`config.mk`:
```
export PLATFORM = sky130hd
export DESIGN_NAME = apb_master_bridge
export DESIGN_NICKNAME = d
export VERILOG_FILES = /design/src/rtl/apb_pkg.sv /design/src/rtl/apb_timeout_counter.sv /design/src/rtl/apb_master_bridge.sv
export SDC_FILE = /design/constraint.sdc
export NUM_CORES = 1
export LEC_CHECK = 0
export CAP_MARGIN = 40
export CORE_ASPECT_RATIO = 0.75
export CORE_UTILIZATION = 44
export DETAILED_ROUTE_END_ITERATION = 10
export GPL_ROUTABILITY_DRIVEN = 1
export PLACE_DENSITY = 0.87
export SYNTH_ARGS = -nofsm -noshare
export SYNTH_HDL_FRONTEND = slang
export SYNTH_HIERARCHICAL = 1
export SYNTH_SLANG_ARGS = --single-unit
```
`constraint.sdc`:
```
create_clock -name _PCLK -period 6.89 [get_ports _PCLK]
set_input_delay 1.378 -clock _PCLK [delete_from_list [all_inputs] [get_ports _PCLK]]
set_output_delay 1.378 -clock _PCLK [all_outputs]
set_load 0.03 [all_outputs]
```
`src/rtl/apb_pkg.sv`:
```
// Shared types for the APB master bridge: FSM encoding, default widths, response record.
package apb_pkg;

  typedef enum logic [1:0] {
    IDLE   = 2'd0,
    SETUP  = 2'd1,
    ACCESS = 2'd2
  } apb_state_e;

  localparam int unsigned DefAddrW = 32;
  localparam int unsigned DefDataW = 32;

  typedef struct packed {
    logic [DefDataW-1:0] rdata;
    logic                err;
  } apb_rsp_t;

endpackage

```
`src/rtl/apb_timeout_counter.sv`:
```
// ACCESS wait-state counter; expired_o flags the cycle whose increment reaches the limit.
module apb_timeout_counter #(
  parameter int unsigned CNT_W = 5
) (
  input  logic             clk_i,
  input  logic             rst_i,
  input  logic             en_i,
  input  logic             clr_i,
  input  logic [CNT_W-1:0] limit_i,
  output logic             expired_o
);

  logic [CNT_W-1:0] cnt_q, cnt_d;

  always_comb begin
    cnt_d = cnt_q;
    if (clr_i) begin
      cnt_d = '0;
    end else if (en_i) begin
      cnt_d = cnt_q + CNT_W'(1);
    end
  end

  always_ff @(posedge clk_i or posedge rst_i) begin
    if (rst_i) begin
      cnt_q <= '0;
    end else begin
      cnt_q <= cnt_d;
    end
  end

  assign expired_o = en_i && ((cnt_q + CNT_W'(1)) == limit_i);

endmodule

```
`src/rtl/apb_master_bridge.sv`:
```
// Single-outstanding valid/ready to APB requester for two slaves.
// Optional ACCESS timeout enabled by defining APB_MASTER_TIMEOUT_EN.
module apb_master_bridge
  import apb_pkg::*;
#(
  parameter int unsigned ADDR_W         = DefAddrW,
  parameter int unsigned DATA_W         = DefDataW,
  parameter int unsigned SEL_BIT        = 5,
  parameter int unsigned TIMEOUT_CYCLES = 16
) (
  input  logic              _PCLK,
  input  logic              _PRESET,
  input  logic              req_valid,
  output logic              req_ready,
  input  logic              req_write,
  input  logic [ADDR_W-1:0] req_addr,
  input  logic [DATA_W-1:0] req_wdata,
  output logic              rsp_valid,
  output logic [DATA_W-1:0] rsp_rdata,
  output logic              rsp_err,
  output logic              _PSEL1,
  output logic              _PSEL2,
  output logic              _PENABLE,
  output logic              _PWRITE,
  output logic [ADDR_W-1:0] _PADDR,
  output logic [DATA_W-1:0] _PWDATA,
  input  logic [DATA_W-1:0] _PRDATA,
  input  logic              _PREADY,
  input  logic              _PSLVERR
);

  localparam logic [1:0] StIdle   = IDLE;
  localparam logic [1:0] StSetup  = SETUP;
  localparam logic [1:0] StAccess = ACCESS;

  logic [1:0]        state_q, state_d;
  logic [ADDR_W-1:0] addr_q, addr_d;
  logic [DATA_W-1:0] wdata_q, wdata_d;
  logic              write_q, write_d;
  logic              rsp_valid_q, rsp_valid_d;
  apb_rsp_t          rsp_q, rsp_d;
  logic              tmo_expired;
  logic              dec_err;

  // Any address bit above the slave-select bit set means no slave exists there.
  assign dec_err = |req_addr[ADDR_W-1:SEL_BIT+1];

`ifdef APB_MASTER_TIMEOUT_EN
  localparam int unsigned CntW = $clog2(TIMEOUT_CYCLES + 1);

  apb_timeout_counter #(
    .CNT_W (CntW)
  ) u_timeout (
    .clk_i     (_PCLK),
    .rst_i     (_PRESET),
    .en_i      ((state_q == StAccess) && !_PREADY),
    .clr_i     (state_q == StSetup),
    .limit_i   (CntW'(TIMEOUT_CYCLES)),
    .expired_o (tmo_expired)
  );
`else
  assign tmo_expired = 1'b0;
`endif

  always_comb begin
    state_d     = state_q;
    addr_d      = addr_q;
    wdata_d     = wdata_q;
    write_d     = write_q;
    rsp_valid_d = 1'b0;
    rsp_d       = rsp_q;
    unique case (state_q)
      StIdle: begin
        if (req_valid && req_ready) begin
          addr_d  = req_addr;
          wdata_d = req_wdata;
          write_d = req_write;
          if (dec_err) begin
            rsp_valid_d = 1'b1;
            rsp_d.err   = 1'b1;
            rsp_d.rdata = '0;
          end else begin
            state_d = StSetup;
          end
        end
      end
      StSetup: state_d = StAccess;
      StAccess: begin
        // _PREADY takes priority over a timeout expiring in the same cycle.
        if (_PREADY) begin
          state_d     = StIdle;
          rsp_valid_d = 1'b1;
          rsp_d.err   = _PSLVERR;
          rsp_d.rdata = (!write_q && !_PSLVERR) ? DefDataW'(_PRDATA) : '0;
        end else if (tmo_expired) begin
          state_d     = StIdle;
          rsp_valid_d = 1'b1;
          rsp_d.err   = 1'b1;
          rsp_d.rdata = '0;
        end
      end
      default: state_d = StIdle;
    endcase
  end

  always_ff @(posedge _PCLK or posedge _PRESET) begin
    if (_PRESET) begin
      state_q     <= StIdle;
      addr_q      <= '0;
      wdata_q     <= '0;
      write_q     <= 1'b0;
      rsp_valid_q <= 1'b0;
      rsp_q       <= '0;
    end else begin
      state_q     <= state_d;
      addr_q      <= addr_d;
      wdata_q     <= wdata_d;
      write_q     <= write_d;
      rsp_valid_q <= rsp_valid_d;
      rsp_q       <= rsp_d;
    end
  end

  logic xfer_active;
  assign xfer_active = (state_q == StSetup) || (state_q == StAccess);

  assign _PSEL1    = xfer_active && !addr_q[SEL_BIT];
  assign _PSEL2    = xfer_active && addr_q[SEL_BIT];
  assign _PENABLE  = (state_q == StAccess);
  assign _PWRITE   = write_q;
  assign _PADDR    = addr_q;
  assign _PWDATA   = wdata_q;
  assign req_ready = (state_q == StIdle) && !rsp_valid_q;
  assign rsp_valid = rsp_valid_q;
  assign rsp_err   = rsp_q.err;
  assign rsp_rdata = DATA_W'(rsp_q.rdata);

endmodule

```
-- Yosys cells after proc, flatten, opt, wreduce, memory -nomap -nowiden
Index checks and enable logic that the tools add are counted.
- multiplexer cells: 13
- reductions and logical operators: 16
- eq/ne operators: 6
- operators with widths (operator ; number):
    2-to-1 mux 33 bit ; 3
    one-hot mux 33 bit (2 select lines) ; 1
    2-to-1 mux 32 bit ; 1
    OR reduction 26 bit ; 1
    2-to-1 mux 2 bit ; 3
    inequality test 2 bit (second input constant) ; 3
    one-hot mux 2 bit (3 select lines) ; 1
    logical AND 1 bit ; 5
    zero test 1 bit ; 4
    AND reduction 4 bit ; 1
    2-to-1 mux 1 bit ; 3
    AND reduction 3 bit ; 1
    equality test 2 x 1 -> 1 bit (second input constant) ; 1
    equality test 2 bit (second input constant) ; 1
    zero test 2 bit ; 1
    inequality test 2 x 1 -> 1 bit (second input constant) ; 1
    one-hot mux 1 bit (2 select lines) ; 1
    AND reduction 2 bit ; 1
    nonzero test 2 bit ; 1
    logical OR 1 bit ; 1
- logic and storage cells: 42
- bits in registers: 101
- bits of input ports: 102
- output and inout port bits: 103

-- Longest topological paths before layout
Gate-level depths: netlist (run 1).
- depth in word-level cells: 5
- depth in mapped cells: 9
- depth with buffers taken out: 7

-- Worst setup path after synthesis (run 1)
No wires, ideal clock.
- path type: reg2out
- start: register state_q[0]
- end: output port req_ready
- slack: 4307 ps
- buffers on the path: 0
- stages on the path, launching flop included: 4
- data arrival time: 1205 ps
- path through: dfrtp_1 > inv_1 > ha_1 > nor2b_1
- cells in the longest elaborated chain, start to end: 2
- ends and longest elaborated chain (what ; RTL line ; source):
    start, declared ; apb_master_bridge.sv:36 ; logic [1:0] state_q, state_d;
    start signal, assigned ; apb_master_bridge.sv:108 ; state_q <= StIdle;
    start signal, assigned ; apb_master_bridge.sv:115 ; state_q <= state_d;
    zero test 2 bit ; apb_master_bridge.sv:133 ; assign req_ready = (state_q == StIdle) && !rsp_valid_q;
    logical AND 1 bit ; apb_master_bridge.sv:133 ;
    end, declared ; apb_master_bridge.sv:14 ; output logic req_ready,
No other way between the ends.

-- Worst setup path after layout (run 1)
Ends and elaborated chain as after synthesis.

==> key figures, run 1 <==
Worst setup path
  • Crit-path max FO: 7
  • Buffers & Inverters on Critical Path: 2
  • WS Path Type: reg -> out
  • Crit path cell chain: inv_1 -> ha_1 -> nor2b_1 -> clkdlybuf4s50_1
  • Arrival @ worst endpoint: 2.05 ns
  • Critical Path Max Stage Delay: 0.67 ns
  • Worst setup EP type: output port
  • WP data required: 5.51 ns
  • Startpoint Class: flip-flop
  • Slowest-stage cell, CP: clkdlybuf4s50_1
  • CP delay by family, top: buffers and inverters

Power and ir drop
  • PwrDens: 252 nW/µm²
  • Max rail drop VDD: 0.000200 V
  • Clk pwr share: 0.281
  • Reg power frac: 0.420
  • Comb pwr share: 0.300
  • Switch share: 0.301
  • Internal power: 1.16 mW
  • Leak pwr: 2.81 nW
  • Power Total: 1.66 mW
  • Psw: 0.500 mW

Place
  • GPL Wtd Cong: 0.770
  • Port Buf Inserts: 204
  • Pre-CTS setup slack: 3.29 ns
  • Dpl hpwl: 7.99 mm

Synth
  • Synth top area share: 0.609
  • Seq/Total Area, Yosys: 0.609
  • Largest area contributor in the netlist: dfrtp_1
  • Post-synth cell types: 22
  • Post-synthesis register bit count: 101
  • Mapped Cells: 312
  • Mean Syn Cell Area: 13.3 µm²
  • Syn Nets: 418
  • Synth area leaders: dfrtp_1 (61%), mux2_2 (18%), mux2i_1 (7.7%), inv_1 (3.3%), nand2_1 (3.1%)
  • YS warnings: 6
  • Synthesized cell area: 4150 µm²

Clock tree
  • CTS clk-pin slew, worst paths: 0.07 ns
  • Clock Root Buffer: clkbuf_16
  • Postcts setup bufs: 0
  • CTS buffer count: 9
  • Max Buffers Root-to-Sink: 2
  • Post-CTS Hold Buffers: 0
  • CTS sink cnt: 101
  • H-Tree Depth: 3
  • CTS tree: done
  • Post-CTS resize count: 0
  • Clk Latency, worst-skew pair: 0.34 ns

STA
  • Final setup fails: 0
  • Tmin final: 3.43 ns
  • Setup TNS: 0 ns
  • Clock skew: 0.00659 ns
  • Achievable frequency: 292 MHz
  • Setup WS post-layout: 3.46 ns
  • Max-Slew Margin vs Limit: 0.538
  • Final Max Slew Viols: 0
  • Final hold vios: 0
  • Final Cycle Share: 0.497
  • Least-Margin Pin Slew: 0.693 ns
  • RSZ-0062 raised after global routing: false

Status
  • Run status: complete, no violations

Floorplan
  • Initial Util: 0.457
  • Die width: 114 µm
  • Num rows: 30
  • Core ar.: 9080 µm²
  • Die area: 9820 µm²
  • I/O pin cnt: 205
  • Chip Height: 86.1 µm

Layout
  • Ant. Diodes: 0
  • Number of fill cells: 637
  • Multi-input gate area: 1410 µm²
  • Final-stage net count: 623
  • Share of layout cells above drive strength 1: 0.169
  • Area grow syn2layout: 59.2%
  • FF/Latch Area: 2530 µm²

Global route
  • Global-route wire length before repair: 16.5 mm
  • Largest net degree at the start of global routing: 56
  • Vias in the first global route: 3,309
  • Overflow after GRT: 0
  • Total GRT Usage: 0.222
  • Initial antenna violation count: 0

Detailed routing
  • Vias after detailed routing: 3,099
  • DRC: 0
  • Post-DRT Antenna Nets: 0
  • Average wire per standard cell: 16.1 µm
  • First-pass DRT Iterations: 4
  • Final WL: 10.5 mm
  • Starting DRT DRC Count: 120
  • Via-to-Cell Ratio: 4.78

Min path
  • Worst Hold Class: reg -> reg

Run
  • Max cap viols: 0
[final timing paths]
| check | start | end | slack (ns) | cells after the start |
|---|---|---|---|---|
| worst max-delay path | state_q[0] | req_ready | 3.46 | 4 |
| worst min-delay path | _PWDATA[26] | _PWDATA[26] | 0.50 | 1 |
| worst max register to register | state_q[0] | rsp_rdata[23] | 4.45 | 8 |
| worst min register to register | _PWDATA[26] | _PWDATA[26] | 0.50 | 1 |
| max in group asynchronous | _PRESET | rsp_rdata[3] | 4.29 | 3 |
| min in group asynchronous | _PRESET | rsp_rdata[2] | 1.46 | 2 |
[synth_stat cells, drive strengths merged]
cell / n
a21o: 1
a21oi: 3
and2: 1
buf: 8
clkbuf: 6
dfrtp: 101
ha: 4
inv: 36
mux2: 67
mux2i: 32
nand2: 34
nand3: 1
nand3b: 2
nand4: 1
nor2: 2
nor2b: 3
nor3b: 1
nor4: 6
o21ai: 3
[placed cells by master (no fill, tap or decap), types with 3 or more instances in the layout]
master,instances
clkbuf_16,9
mux2_2,67
a21oi_1,3
dfrtp_1,101
nor4_1,6
inv_1,35
nand2_1,34
nor2b_1,3
mux2i_1,32
ha_1,4
clkdlybuf4s50_1,204
[sequential cells by signal (all words and copies together) (netlist names)]
| signal | cells |
|---|---|
| _PWDATA | 32 |
| rsp_err | 1 |
| _PADDR | 32 |
| rsp_valid | 1 |
| state_q | 2 |
| rsp_rdata | 32 |
| _PWRITE | 1 |
[metal layers]
layer  share of wire  GRT usage  up-vias
met4           0.016     0.0685        0
met3            0.11      0.116       16
met2            0.48      0.358      132
li1                -          -     1440
met1            0.39      0.257     1511
met5               0          0        -
[cell type report]
cell class | instances | area share
clock buffer | 12 | 0.0373
clock inverter | 3 | 0.00341
inverter | 36 | 0.0208
multi-input combinational | 161 | 0.214
sequential | 101 | 0.383
tap | 128 | 0.0243
timing repair buffer | 208 | 0.318
[metrics by stage]
stage / hold slack, ns / instance area, µm² / cells / utilization
detailed placement: 0.492 / 6330 / 634 / 0.697
CTS: 0.507 / 6600 / 649 / 0.727
floorplan: 0.506 / 4150 / 312 / -
global placement: 0.487 / 6290 / 632 / 0.693
finish: 0.504 / 6600 / 649 / 0.727
global route: 0.519 / 6600 / 649 / 0.727
[worst reg2reg max path, cell delays in order, from the launching register on]
cell      delay [ns]
dfrtp_1         0.40
inv_1           0.11
ha_1            0.35
nand3b_4        0.37
a21oi_1         0.34
o21ai_1         0.10
a21o_2          0.29
buf_12          0.21
mux2i_1         0.15
[power groups by stage]
stage	logic [mW]	registers (mW)	clock network [mW]
after floorplan	0.132	0.841	0
after global placement	0.490	0.703	0
after detailed placement	0.500	0.708	0
after CTS	0.503	0.698	0.475
after global routing	0.523	0.705	0.497
final	0.498	0.697	0.466
[cell families after synthesis]
logic type,count (synthesis),synth area share
flops,101,0.609
buf+inv,50,0.0537
fa+ha+maj,4,0.0121
simple gates,51,0.0567
mux,99,0.259
compound gates,7,0.00905
Note: power is estimated with default switching activity, not from simulation.
==> inputs of run 2 (changes only) <==
Settings changed: CORE_UTILIZATION 44 to 36, PLACE_DENSITY 0.87 to 0.76.
Clock period 6.89 ns to 3.15 ns, I/O delays scaled along.
==> key figures, run 2 (same netlist as run 1, synthesis figures left out) <==
Status
  • Run status: complete, no violations

Clock tree
  • CTS tree: done
  • Clk Latency, worst-skew pair: 0.33 ns (about the same)
  • Post-CTS Hold Buffers: 0 (unchanged)
  • Clock Root Buffer: clkbuf_16
  • CTS sink cnt: 101 (unchanged)
  • Max Buffers Root-to-Sink: 2 (unchanged)
  • CTS buffer count: 9 (unchanged)
  • CTS clk-pin slew, worst paths: 0.06 ns (about the same)
  • H-Tree Depth: 3 (unchanged)
  • Postcts setup bufs: 0 (unchanged)
  • Post-CTS resize count: 0 (unchanged)

Detailed routing
  • Max layer used: met4
  • Starting DRT DRC Count: 63 (-48%)
  • Average wire per standard cell: 15.7 µm (-3.0%)
  • Post-DRT Antenna Nets: 0 (unchanged)
  • Met1 wire length: 4.13 mm (-0.12%)
  • DRC: 0 (unchanged)
  • WL met2: 5.04 mm (+0.72%)
  • Final WL: 10.4 mm (-0.80%)
  • Via-to-Cell Ratio: 4.62 (-3.2%)
  • Met3 routed WL: 1.14 mm (-3.0%)
  • First-pass DRT Iterations: 4 (unchanged)
  • Vias after detailed routing: 3,068 (-1.0%)

Floorplan
  • Chip Height: 95.0 µm (+10%)
  • Die area: 12,000 µm² (+22%)
  • Core ar.: 11,100 µm² (+22%)
  • Initial Util: 0.375 (-0.0818)
  • Die width: 126 µm (+10%)
  • Num rows: 33 (+10%)
  • I/O pin cnt: 205 (unchanged)

Power and ir drop
  • Reg power frac: 0.418 (-0.002)
  • Leak pwr: 2.81 nW (+0.14%)
  • Clk pwr share: 0.284 (+0.003)
  • PwrDens: 548 nW/µm² (+120%)
  • Internal power: 2.56 mW (+120%)
  • Max rail drop VDD: 0.000351 V (+75%)
  • Switch share: 0.296 (-0.00496)
  • Comb pwr share: 0.297 (-0.003)
  • Psw: 1.08 mW (+120%)

Worst setup path
  • Buffers & Inverters on Critical Path: 2 (unchanged)
  • WP data required: 2.52 ns (-2.99 ns)
  • Reg2reg path depth: 8 (unchanged)
  • Crit path cell chain: inv_1 -> ha_1 -> nor2b_1 -> clkdlybuf4s50_1
  • Worst R2R Start: state_q[1]
  • Critical Path Max Stage Delay: 0.69 ns (+0.02 ns)
  • Startpoint Class: flip-flop
  • WS Path Type: reg -> out
  • Slowest-stage cell, CP: clkdlybuf4s50_1
  • Reg2reg end: rsp_rdata[28]
  • Worst setup EP type: output port
  • Slack of the worst reg-to-reg path: 0.79 ns (-3.66 ns)
  • Arrival @ worst endpoint: 2.02 ns (-0.03 ns)
  • Crit-path max FO: 7 (unchanged)
  • CP delay by family, top: buffers and inverters

Layout
  • Share of layout cells above drive strength 1: 0.174 (+0.00476)
  • Finished Cell Area: 6650 µm² (+0.64%)
  • Commonest cells after routing, fill and taps aside: clkdlybuf4s50_1 (204), dfrtp_1 (101), mux2_2 (67), inv_1 (35), nand2_1 (34)
  • Final-stage net count: 625 (+0.32%)
  • Ant. Diodes: 0 (unchanged)
  • Area grow syn2layout: 60.2%
  • Number of fill cells: 905 (+42%)
  • Fin cells: 664 (+2.3%)
  • Most common cell after layout, fill and taps aside: clkdlybuf4s50_1

STA
  • Achievable frequency: 377 MHz
  • Final Cycle Share: 0.843
  • Least-Margin Pin Slew: 0.810 ns (+0.117 ns)
  • Final setup fails: 0 (unchanged)
  • RSZ-0062 raised after global routing: false
  • Tmin final: 2.65 ns
  • Clock skew: 0.00648 ns (-0.000109 ns)
  • Final Max Slew Viols: 0 (unchanged)
  • Setup TNS: 0 ns (unchanged)
  • Final hold vios: 0 (unchanged)
  • Max-Slew Margin vs Limit: 0.459 (-0.0791)

Place
  • Port Buf Inserts: 204 (unchanged)
  • GPL Wtd Cong: 0.698 (-9.4%)
  • Placed cell area: 6370 µm² (+0.49%)
  • Dpl hpwl: 7.82 mm (-2.2%)
  • Placed cells: 648 (+2.2%)

Global route
  • Initial antenna violation count: 0 (unchanged)
  • Total GRT Usage: 0.180 (-0.0419)
  • Vias in the first global route: 3,326 (+0.51%)
  • Largest net degree at the start of global routing: 46 (-18%)
  • Overflow after GRT: 0 (unchanged)
  • Global-route wire length before repair: 16.6 mm (+0.21%)

Min path
  • Worst hold endpoint: _PADDR[26]
  • Worst Hold Path Cells: 1 (unchanged)
  • Worst Hold Class: reg -> reg
  • Hold Path Origin: _PADDR[26]

Run
  • Max cap viols: 0 (unchanged)
==> run 2: cell count changes in the layout (fill, tap and decap cells not counted) <==
| cell | change |
|---|---|
| clkinv_4 | -2 |
| inv_4 | -1 |
| clkinvlp_4 | +3 |
| buf_4 | +2 |
| clkbuf_8 | +1 |
==> run 2: power groups by stage <==
stage          sequential [mW]  clock [mW]  combinational [mW]
2_1_floorplan             1.84           0               0.290
3_3_place_gp              1.54           0                1.08
3_5_place_dp              1.55           0                1.09
4_1_cts                   1.52        1.07                1.10
5_1_grt                   1.54        1.12                1.14
6_report                  1.52        1.04                1.08
==> run 2: how the worst max path moves through the flow <==
stage | from | to | depth (start not counted)
after floorplan | state_q[0] | rsp_rdata[0] | 9
after global placement | req_addr[21] | rsp_rdata[24] | 7
final | state_q[1] | req_ready | 4
after CTS | state_q[1] | req_ready | 4
after detailed placement | req_addr[21] | rsp_rdata[16] | 7
after global routing | state_q[1] | req_ready | 4
==> run 2: final cells by class <==
class	count	area, µm²	share of cell area
flip-flops and latches	101	2530	0.380
repair buffers	210	2110	0.318
multi-input cells	161	1410	0.213
clock buffers	13	260	0.0392
well taps	140	175	0.0264
inverters	36	139	0.0209
clock inverters	3	20.0	0.00301
==> run 2: per-layer routing <==
| layer | GRT usage | vias to the layer above |
|---|---|---|
| met5 | 0 | - |
| met4 | 0.0422 | 0 |
| met3 | 0.0850 | 11 |
| met2 | 0.305 | 130 |
| met1 | 0.207 | 1485 |
| li1 | - | 1442 |
==> run 2: per-stage QoR <==
| step | util | total power, mW | setup WS (ns) | hold WS [ns] |
|---|---|---|---|---|
| final | 0.601 | 3.64 | 0.495 | 0.503 |
| after detailed placement | 0.575 | 2.64 | 0.474 | 0.492 |
| after global placement | 0.575 | 2.62 | 0.543 | 0.488 |
| after floorplan | - | 2.13 | 1.30 | 0.506 |
| after global routing | 0.601 | 3.80 | 0.381 | 0.512 |
| after CTS | 0.601 | 3.70 | 0.469 | 0.507 |
==> inputs of run 3 (changes only) <==
Clock period 3.15 ns to 2.2 ns, I/O delays scaled along.
==> key figures, run 3 (same netlist as run 1, synthesis figures left out) <==
Power and ir drop
  • PwrDens: 777 nW/µm² (+42%)
  • Leak pwr: 2.87 nW (+2.0%)
  • Max rail drop VDD: 0.000511 V (+46%)

Worst setup path
  • Arrival @ worst endpoint: 1.63 ns (-0.39 ns)
  • Reg2reg path depth: 9 (+1)
  • Startpoint Class: flip-flop
  • Worst setup EP type: output port
  • WS Path Type: reg -> out
  • Reg2reg end: rsp_rdata[29]
  • WP data required: 1.76 ns (-0.76 ns)
  • Worst R2R Start: state_q[0]
  • Slack of the worst reg-to-reg path: 0.24 ns (-0.55 ns)
  • Crit-path max FO: 3 (-4)

Layout
  • Most common cell after layout, fill and taps aside: clkdlybuf4s50_1
  • Share of layout cells above drive strength 1: 0.187 (+0.0131)
  • FF/Latch Area: 2530 µm² (unchanged)
  • Area grow syn2layout: 61.8%
  • Fin util: 0.607 (+0.00588)
  • Multi-input gate area: 1420 µm² (+0.18%)
  • Commonest cells after routing, fill and taps aside: clkdlybuf4s50_1 (200), dfrtp_1 (101), mux2_2 (67), inv_1 (35), nand2_1 (34)
  • Finished Cell Area: 6710 µm² (+0.98%)
  • Final-stage net count: 631 (+0.96%)
  • Ant. Diodes: 0 (unchanged)
  • Fin cells: 670 (+0.90%)
  • Number of fill cells: 891 (-1.5%)

STA
  • Max-Slew Margin vs Limit: 0.663 (+0.204)
  • RSZ-0062 raised after global routing: false
  • Final hold vios: 0 (unchanged)
  • Clock skew: 0.00569 ns (-0.000792 ns)
  • Final setup fails: 0 (unchanged)
  • Tmin final: 2.07 ns
  • Final Cycle Share: 0.942
  • Final Max Slew Viols: 0 (unchanged)
  • Achievable frequency: 483 MHz
  • Setup WS post-layout: 0.128 ns (-0.367 ns)
  • WHS: 0.504 ns (+0.00101 ns)
  • Least-Margin Pin Slew: 0.506 ns (-0.304 ns)

Floorplan
  • I/O pin cnt: 205 (unchanged)
  • Chip Height: 95.0 µm (unchanged)
  • Core ar.: 11,100 µm² (unchanged)
  • Die width: 126 µm (unchanged)
  • Initial Util: 0.375 (unchanged)
  • Num rows: 33 (unchanged)
  • Die area: 12,000 µm² (unchanged)

Global route
  • Vias in the first global route: 3,395 (+2.1%)
  • Global-route wire length before repair: 16.2 mm (-1.9%)
  • Total GRT Usage: 0.176 (-0.00365)
  • Initial antenna violation count: 0 (unchanged)
  • Overflow after GRT: 0 (unchanged)
  • Largest net degree at the start of global routing: 61 (+33%)

Detailed routing
  • WL met2: 4.89 mm (-2.8%)
  • First-pass DRT Iterations: 4 (unchanged)
  • Post-DRT Antenna Nets: 0 (unchanged)
  • Starting DRT DRC Count: 74 (+17%)
  • Max layer used: met4
  • Average wire per standard cell: 15.3 µm (-2.6%)
  • Met1 wire length: 4.05 mm (-1.8%)
  • Via-to-Cell Ratio: 4.62 (about the same)
  • Final WL: 10.2 mm (-1.7%)
  • Met3 routed WL: 1.07 mm (-5.6%)
  • Vias after detailed routing: 3,096 (+0.91%)
  • DRC: 0 (unchanged)

Clock tree
  • CTS sink cnt: 101 (unchanged)
  • Max Buffers Root-to-Sink: 2 (unchanged)
  • Clk Latency, worst-skew pair: 0.34 ns (about the same)
  • H-Tree Depth: 3 (unchanged)
  • Postcts setup bufs: 0 (unchanged)
  • CTS tree: done
  • CTS buffer count: 9 (unchanged)
  • CTS clk-pin slew, worst paths: 0.07 ns (about the same)
  • Clock Root Buffer: clkbuf_16

Place
  • Placed cells: 654 (+0.93%)
  • Port Buf Inserts: 204 (unchanged)
  • Placed cell area: 6440 µm² (+1.1%)
  • GPL Wtd Cong: 0.773 (+11%)
  • Dpl hpwl: 7.75 mm (-0.83%)
  • Pre-CTS setup slack: -0.241 ns (-0.715 ns)

Min path
  • Hold Path Origin: _PWDATA[9]
  • Worst Hold Path Cells: 1 (unchanged)
  • Worst Hold Class: reg -> reg
  • Worst hold endpoint: _PWDATA[9]

Status
  • Run status: complete, no violations

Run
  • Max cap viols: 0 (unchanged)
==> run 3: cell count changes in the layout (fill, tap and decap cells not counted) <==
cell             change
clkinv_4             +1
clkbuf_1             -1
clkbuf_8             -1
clkinvlp_4           -1
clkinv_2             +1
buf_4                +4
clkdlybuf4s50_1      -4
nor2_2               +1
buf_12               +2
inv_6                +1
dlygate4sd2_1        +4
nor2_1               -1
==> run 3: worst max-delay path by stage <==
stage,startpoint,to,cells past startpoint
floorplan,state_q[0],rsp_rdata[0],9
global placement,req_addr[21],rsp_rdata[25],8
detailed placement,req_addr[21],rsp_rdata[20],8
CTS,req_addr[21],rsp_rdata[20],8
global route,state_q[0],rsp_rdata[29],9
finish,state_q[0],_PSEL1,4
==> run 3: through the flow <==
step	TNS (ns)	power [mW]
global placement	-5.52	3.78
global route	0	5.46
CTS	0	5.30
detailed placement	-6.19	3.80
floorplan	0	3.05
finish	0	5.21
==> run 3: final cells by class <==
class,instances,share of cell area
Tap cell,140,0.0261
Clock inverter,5,0.00522
Inverter,36,0.0207
Sequential cell,101,0.377
Multi-Input combinational cell,161,0.211
Clock buffer,11,0.0362
Timing Repair Buffer,216,0.324
==> run 3: layer usage <==
metal / track usage / vias to the layer above
li1: - / 1455
met1: 0.202 / 1497
met2: 0.290 / 127
met3: 0.0861 / 17
met4: 0.0592 / 0
met5: 0 / -
==> run 3: power by group <==
part	internal [mW]	switching [mW]
Combinational	0.789	0.781
Sequential	2.07	0.108
Clock	0.800	0.665
Total	3.66	1.55
==> run 3: worst max-delay path, cell delays in order, from the launching register on <==
cell	delay (ns)
dfrtp_1	0.37
inv_1	0.09
ha_1	0.30
nor2b_1	0.13
dlygate4sd2_1	0.40
==> run 3: timing repair <==
item                                    in CTS  in global routing
endpoints found under the setup margin       4                  1
hold buffers                                 0                  0
gates resized for setup                      4                  1
pin swaps                                    0                  0
==> patch 1: new RTL, config.mk and constraints of run 2 <==
Add a define of `APB_MASTER_TIMEOUT_EN`.
--- a/src/rtl/apb_master_bridge.sv
+++ b/src/rtl/apb_master_bridge.sv
@@ -2,2 +2,4 @@
 // Optional ACCESS timeout enabled by defining APB_MASTER_TIMEOUT_EN.
+`define APB_MASTER_TIMEOUT_EN
+
 module apb_master_bridge
Check against the original RTL: same outputs for any inputs over 4 cycles, from zero or initial values and one cycle with _PRESET high; that may be too few to reach the edited logic, so the function may still have changed.
==> patch 1 against run 2 <==
  * Sequential power rose by 3%
  * Sequential cell count rose by 5
  * Global-route usage decreased by 0.53 points
  * Combinational power down 10%
  * Routed wire length is 9.3% higher
  * Die area rose by 10%
  * Setup slack got worse by 0.080 ns
  * Power fell by 0.91%
  * Synthesized area increased by 10%
  * Design area up 7.2%
  * Via count grew 11%
  * Critical endpoint unchanged
  * Highest routed layer unchanged
==> patch 1: results (changes against run 2) <==
Run status
  • Run status: completed

Finish
  • Fill cells: 1,037 (+15%)
  • Clock buf count: 10 (-3)
  • Multi-input combinational area share: 24.2% (+2.9 points)
  • Portion of the layout cell area used by non-clock buffers: 29.7% (-2.1 points)
  • Seq area share: 37.2% (-0.78 points)
  • Fraction of final layout cells with drive strength greater than 1: 17.5% (+0.15 points)
  • Multi-input gates: 202 (+25%)

Global route
  • Global-route wire length before repair: 17.9 mm (+8.0%)
  • GR Util met3: 8.31% (-0.19 points)
  • M2 GR Usage: 28.1% (-2.4 points)

Yosys
  • Xor/xnor cell area share of the yosys netlist: 1.89% (+1.9 points)
  • Most instantiated cells after synthesis: 106 x sky130_fd_sc_hd__dfrtp_1, 65 x sky130_fd_sc_hd__mux2_2, 37 x sky130_fd_sc_hd__inv_1, 34 x sky130_fd_sc_hd__nand2_1, 33 x sky130_fd_sc_hd__mux2i_1
  • Part of the Yosys area used for sequential elements: 58.0% (-2.9 points)
  • Netlist area before placement: 4570 sq um (+10%)
  • Instance count of the mapped netlist: 355 (+14%)
  • Count of unique library cells instantiated by Yosys: 38 (+73%)
  • Multiplexer area fraction after synthesis: 23.5% (-2.4 points)
  • Dominant cells by area after synthesis: sky130_fd_sc_hd__dfrtp_1 58%, sky130_fd_sc_hd__mux2_2 16%, sky130_fd_sc_hd__mux2i_1 7.2%

Setup path
  • Arrival time of data at the critical path endpoint: 2.10 ns (+0.08 ns)
  • Reg2Reg Setup Slack: 0.66 ns (-0.13 ns)
  • Critical R2R Capture: rsp_rdata[0]

Hold path
  • End point of the most critical hold path: rsp_err

Routing
  • Post-detailed-routing wire length: 11.4 mm (+9.3%)
  • Routed length per placed instance: 15.4 um (-1.6%)
  • Met1 Routed Length: 4.89 mm (+18%)
  • Routed met3 length: 1.16 mm (+1.9%)

Power and ir drop
  • PD cells: 507 nW/um^2 (-7.5%)
  • IR Drop Worst-Case VDD: 0.328 mV (-6.5%)

Clock network
  • Sink Count: 106 (+5.0%)

Timing
  • Slew Limit Headroom: 48.2% (+2.3 points)
  • Worst hold slack after final layout: 0.503 ns (-0.000194 ns)
==> patch 1: cell count changes after synthesis, sizes merged, moves of 2 or more <==
| cell | before | now |
|---|---|---|
| a211oi | 0 | 2 |
| a311o | 0 | 2 |
| conb | 0 | 2 |
| dfrtp | 101 | 106 |
| nand2b | 0 | 2 |
| nand4 | 1 | 4 |
| nor2 | 2 | 9 |
| or3b | 0 | 4 |
| xnor2 | 0 | 4 |
| xor2 | 0 | 5 |
==> patch 1: worst reg2reg max path: cells and delay by family (launching register included) <==
| family | cells | cell delay (ns) |
|---|---|---|
| AO/OA/AOI/OAI | 3 | 0.65 |
| AND/OR/NAND/NOR | 3 | 0.63 |
| flip-flops | 1 | 0.43 |
| adder cells (fa/ha/maj) | 1 | 0.27 |
| buffers and inverters | 1 | 0.23 |
| multiplexers | 1 | 0.15 |
==> patch 1: power by group <==
part	leakage, nW	internal, mW	switching, mW
registers	1.32	1.49	0.0701
clock network	0.140	0.567	0.509
logic	1.54	0.481	0.488
==> patch 2: new RTL, config.mk and constraints of run 2 <==
Made on the original files. Reset style: synchronous (`_PRESET`), changed in one clocked block.
--- a/src/rtl/apb_master_bridge.sv
+++ b/src/rtl/apb_master_bridge.sv
@@ -105,3 +105,3 @@
 
-  always_ff @(posedge _PCLK or posedge _PRESET) begin
+  always_ff @(posedge _PCLK) begin
     if (_PRESET) begin
Formal check against the unedited RTL: differs if _PRESET is asserted again (counterexample within 4 cycles, from zero or initial values and one cycle with _PRESET high); with _PRESET held inactive, the same outputs for 10 cycles.
==> patch 2 against run 2 <==
  * First-iteration DRC count up 130%
  * Setup slack worse by 0.046 ns
  * Power up 7.9%
  * Synthesized cell count up 52%
  * Synthesized area down 4.7%
  * Highest routed layer unchanged
  * Routed wire length up 7.6%
  * Register-to-register slack better by 0.21 ns
  * Cell count up 21%
  * Utilization up 0.50 points
  * Sequential cell count unchanged
  * Design area down 4.4%
==> patch 2: results (changes against run 2) <==
Global route
  • Met1 layer usage reported by global route: 23.0% (+2.3 points)
  • Global-route wire length before repair: 18.0 mm (+8.6%)
  • GRT Overall Usage: 19.9% (+1.9 points)
  • Pin count of the biggest net entering global routing: 71 (+54%)
  • GR Util met3: 8.19% (-0.31 points)
  • M2 GR Usage: 33.8% (+3.3 points)
  • Vias in the first global route: 3,800 (+14%)

Power and ir drop
  • Internal power: 2.58 mW (+0.55%)
  • Net Switching: 1.35 mW (+25%)
  • Combinational Power Share: 36.1% (+6.4 points)
  • IR Drop Worst-Case VDD: 0.338 mV (-3.7%)
  • Static Leakage: 2.35 nW (-16%)

Yosys
  • Post-synth net total: 580 (+39%)
  • Ys flop type: sky130_fd_sc_hd__dfxtp_1
  • Count of unique library cells instantiated by Yosys: 34 (+55%)
  • Most instantiated cells after synthesis: 199 x sky130_fd_sc_hd__nand2_1, 101 x sky130_fd_sc_hd__dfxtp_1, 66 x sky130_fd_sc_hd__a21oi_1, 32 x sky130_fd_sc_hd__mux2i_1, 22 x sky130_fd_sc_hd__clkbuf_1
  • Asr flop ratio synth: 0% (-100 points)
  • Dominant cells by area after synthesis: sky130_fd_sc_hd__dfxtp_1 51%, sky130_fd_sc_hd__nand2_1 19%, sky130_fd_sc_hd__a21oi_1 8.4%
  • Part of the Yosys area used for sequential elements: 51.2% (-9.8 points)

Setup path
  • Critical R2R Capture: state_q[0]
  • Number of cell instances on the worst register-to-register path: 6 (-2)
  • Reg2Reg Setup Slack: 1.00 ns (+0.21 ns)
  • Crit-path max FO: 11 (+4)
  • Setup crit end: req_ready
  • Worst reg2reg path startpoint: state_q[1]
  • Arrival time of data at the critical path endpoint: 2.07 ns (+0.05 ns)

Hold path
  • Hold Path Depth: 2 (+1)
  • End point of the most critical hold path: _PWDATA[4]
  • Hold path startpoint: _PWDATA[4]

Routing
  • Via count: 3,839 (+25%)
  • Starting DRT DRC Count: 144 (+130%)
  • Post-detailed-routing wire length: 11.2 mm (+7.6%)

Finish
  • Fill cells: 903 (-0.22%)
  • Fraction of final layout cells with drive strength greater than 1: 5.55% (-12 points)
  • Number of nets in the layout: 768 (+23%)

Place
  • Last weighted congestion value of the routability-driven placer: 0.749 (+7.3%)
  • Input/output buffers: 204 (unchanged)
  • Sum of net half-perimeters after detailed placement: 8.17 mm (+4.5%)

Timing
  • Largest clock skew in the final design: 0.00677 ns (+0.000282 ns)
  • Slew Limit Headroom: 50.9% (+5.0 points)

Clock network
  • Clock root buffer master: sky130_fd_sc_hd__clkbuf_16
  • Post CTS Setup Buffer Count: 0 (unchanged)

Run status
  • Run status: completed
-- patch 2: cell count changes after synthesis, sizes merged, moves of 3 or more --
cell    before  now
a21oi        3   66
clkbuf       6   22
nor4b        0    3
mux2        67    0
buf          8   11
dfxtp        0  101
nand2       34  199
inv         36    4
dfrtp      101    0
-- patch 2: through the flow --
stage	area, sq um	setup slack, ns	cells	hold WS [ns]
global placement	6070	0.684	787	0.441
CTS	6350	0.435	803	0.455
global route	6350	0.296	803	0.476
floorplan	3950	1.32	474	0.487
finish	6350	0.449	803	0.451
detailed placement	6070	0.605	787	0.445
-- patch 2: cell type report --
| cell class | instances | area [sq um] | share of cell area (%) |
|---|---|---|---|
| clock buffers | 11 | 243 | 3.82 |
| clock inverters | 5 | 36.3 | 0.571 |
| inverters | 4 | 15.0 | 0.236 |
| multi-input cells | 336 | 1770 | 27.9 |
| flip-flops and latches | 101 | 2020 | 31.8 |
| well taps | 136 | 170 | 2.68 |
| repair buffers | 210 | 2090 | 33.0 |
-- patch 2: worst max-delay path: cells and delay by family (launching register included) --
family	cells	cell delay (ns)
simple gates	1	0.19
fa+ha+maj	1	0.40
buf+inv	2	0.80
flops	1	0.34
-- patch 2: cell families (layout without fill, tap and decap cells) --
family,count (synthesis),count (layout),synth area share [%]
AND/OR/NAND/NOR,225,225,24.7
flip-flops,101,101,51.2
AO/OA/AOI/OAI,75,75,10.5
buffers and inverters,37,230,4.24
multiplexers,32,32,8.10
adder cells (fa/ha/maj),4,4,1.27
-- patch 2: per-layer routing --
layer	part of all wire (%)	routed length, um	vias up
met3	8.7	970	14
met1	43	4780	1766
met5	0	0	-
met4	1.1	121	0
li1	-	-	1928
met2	47	5310	131
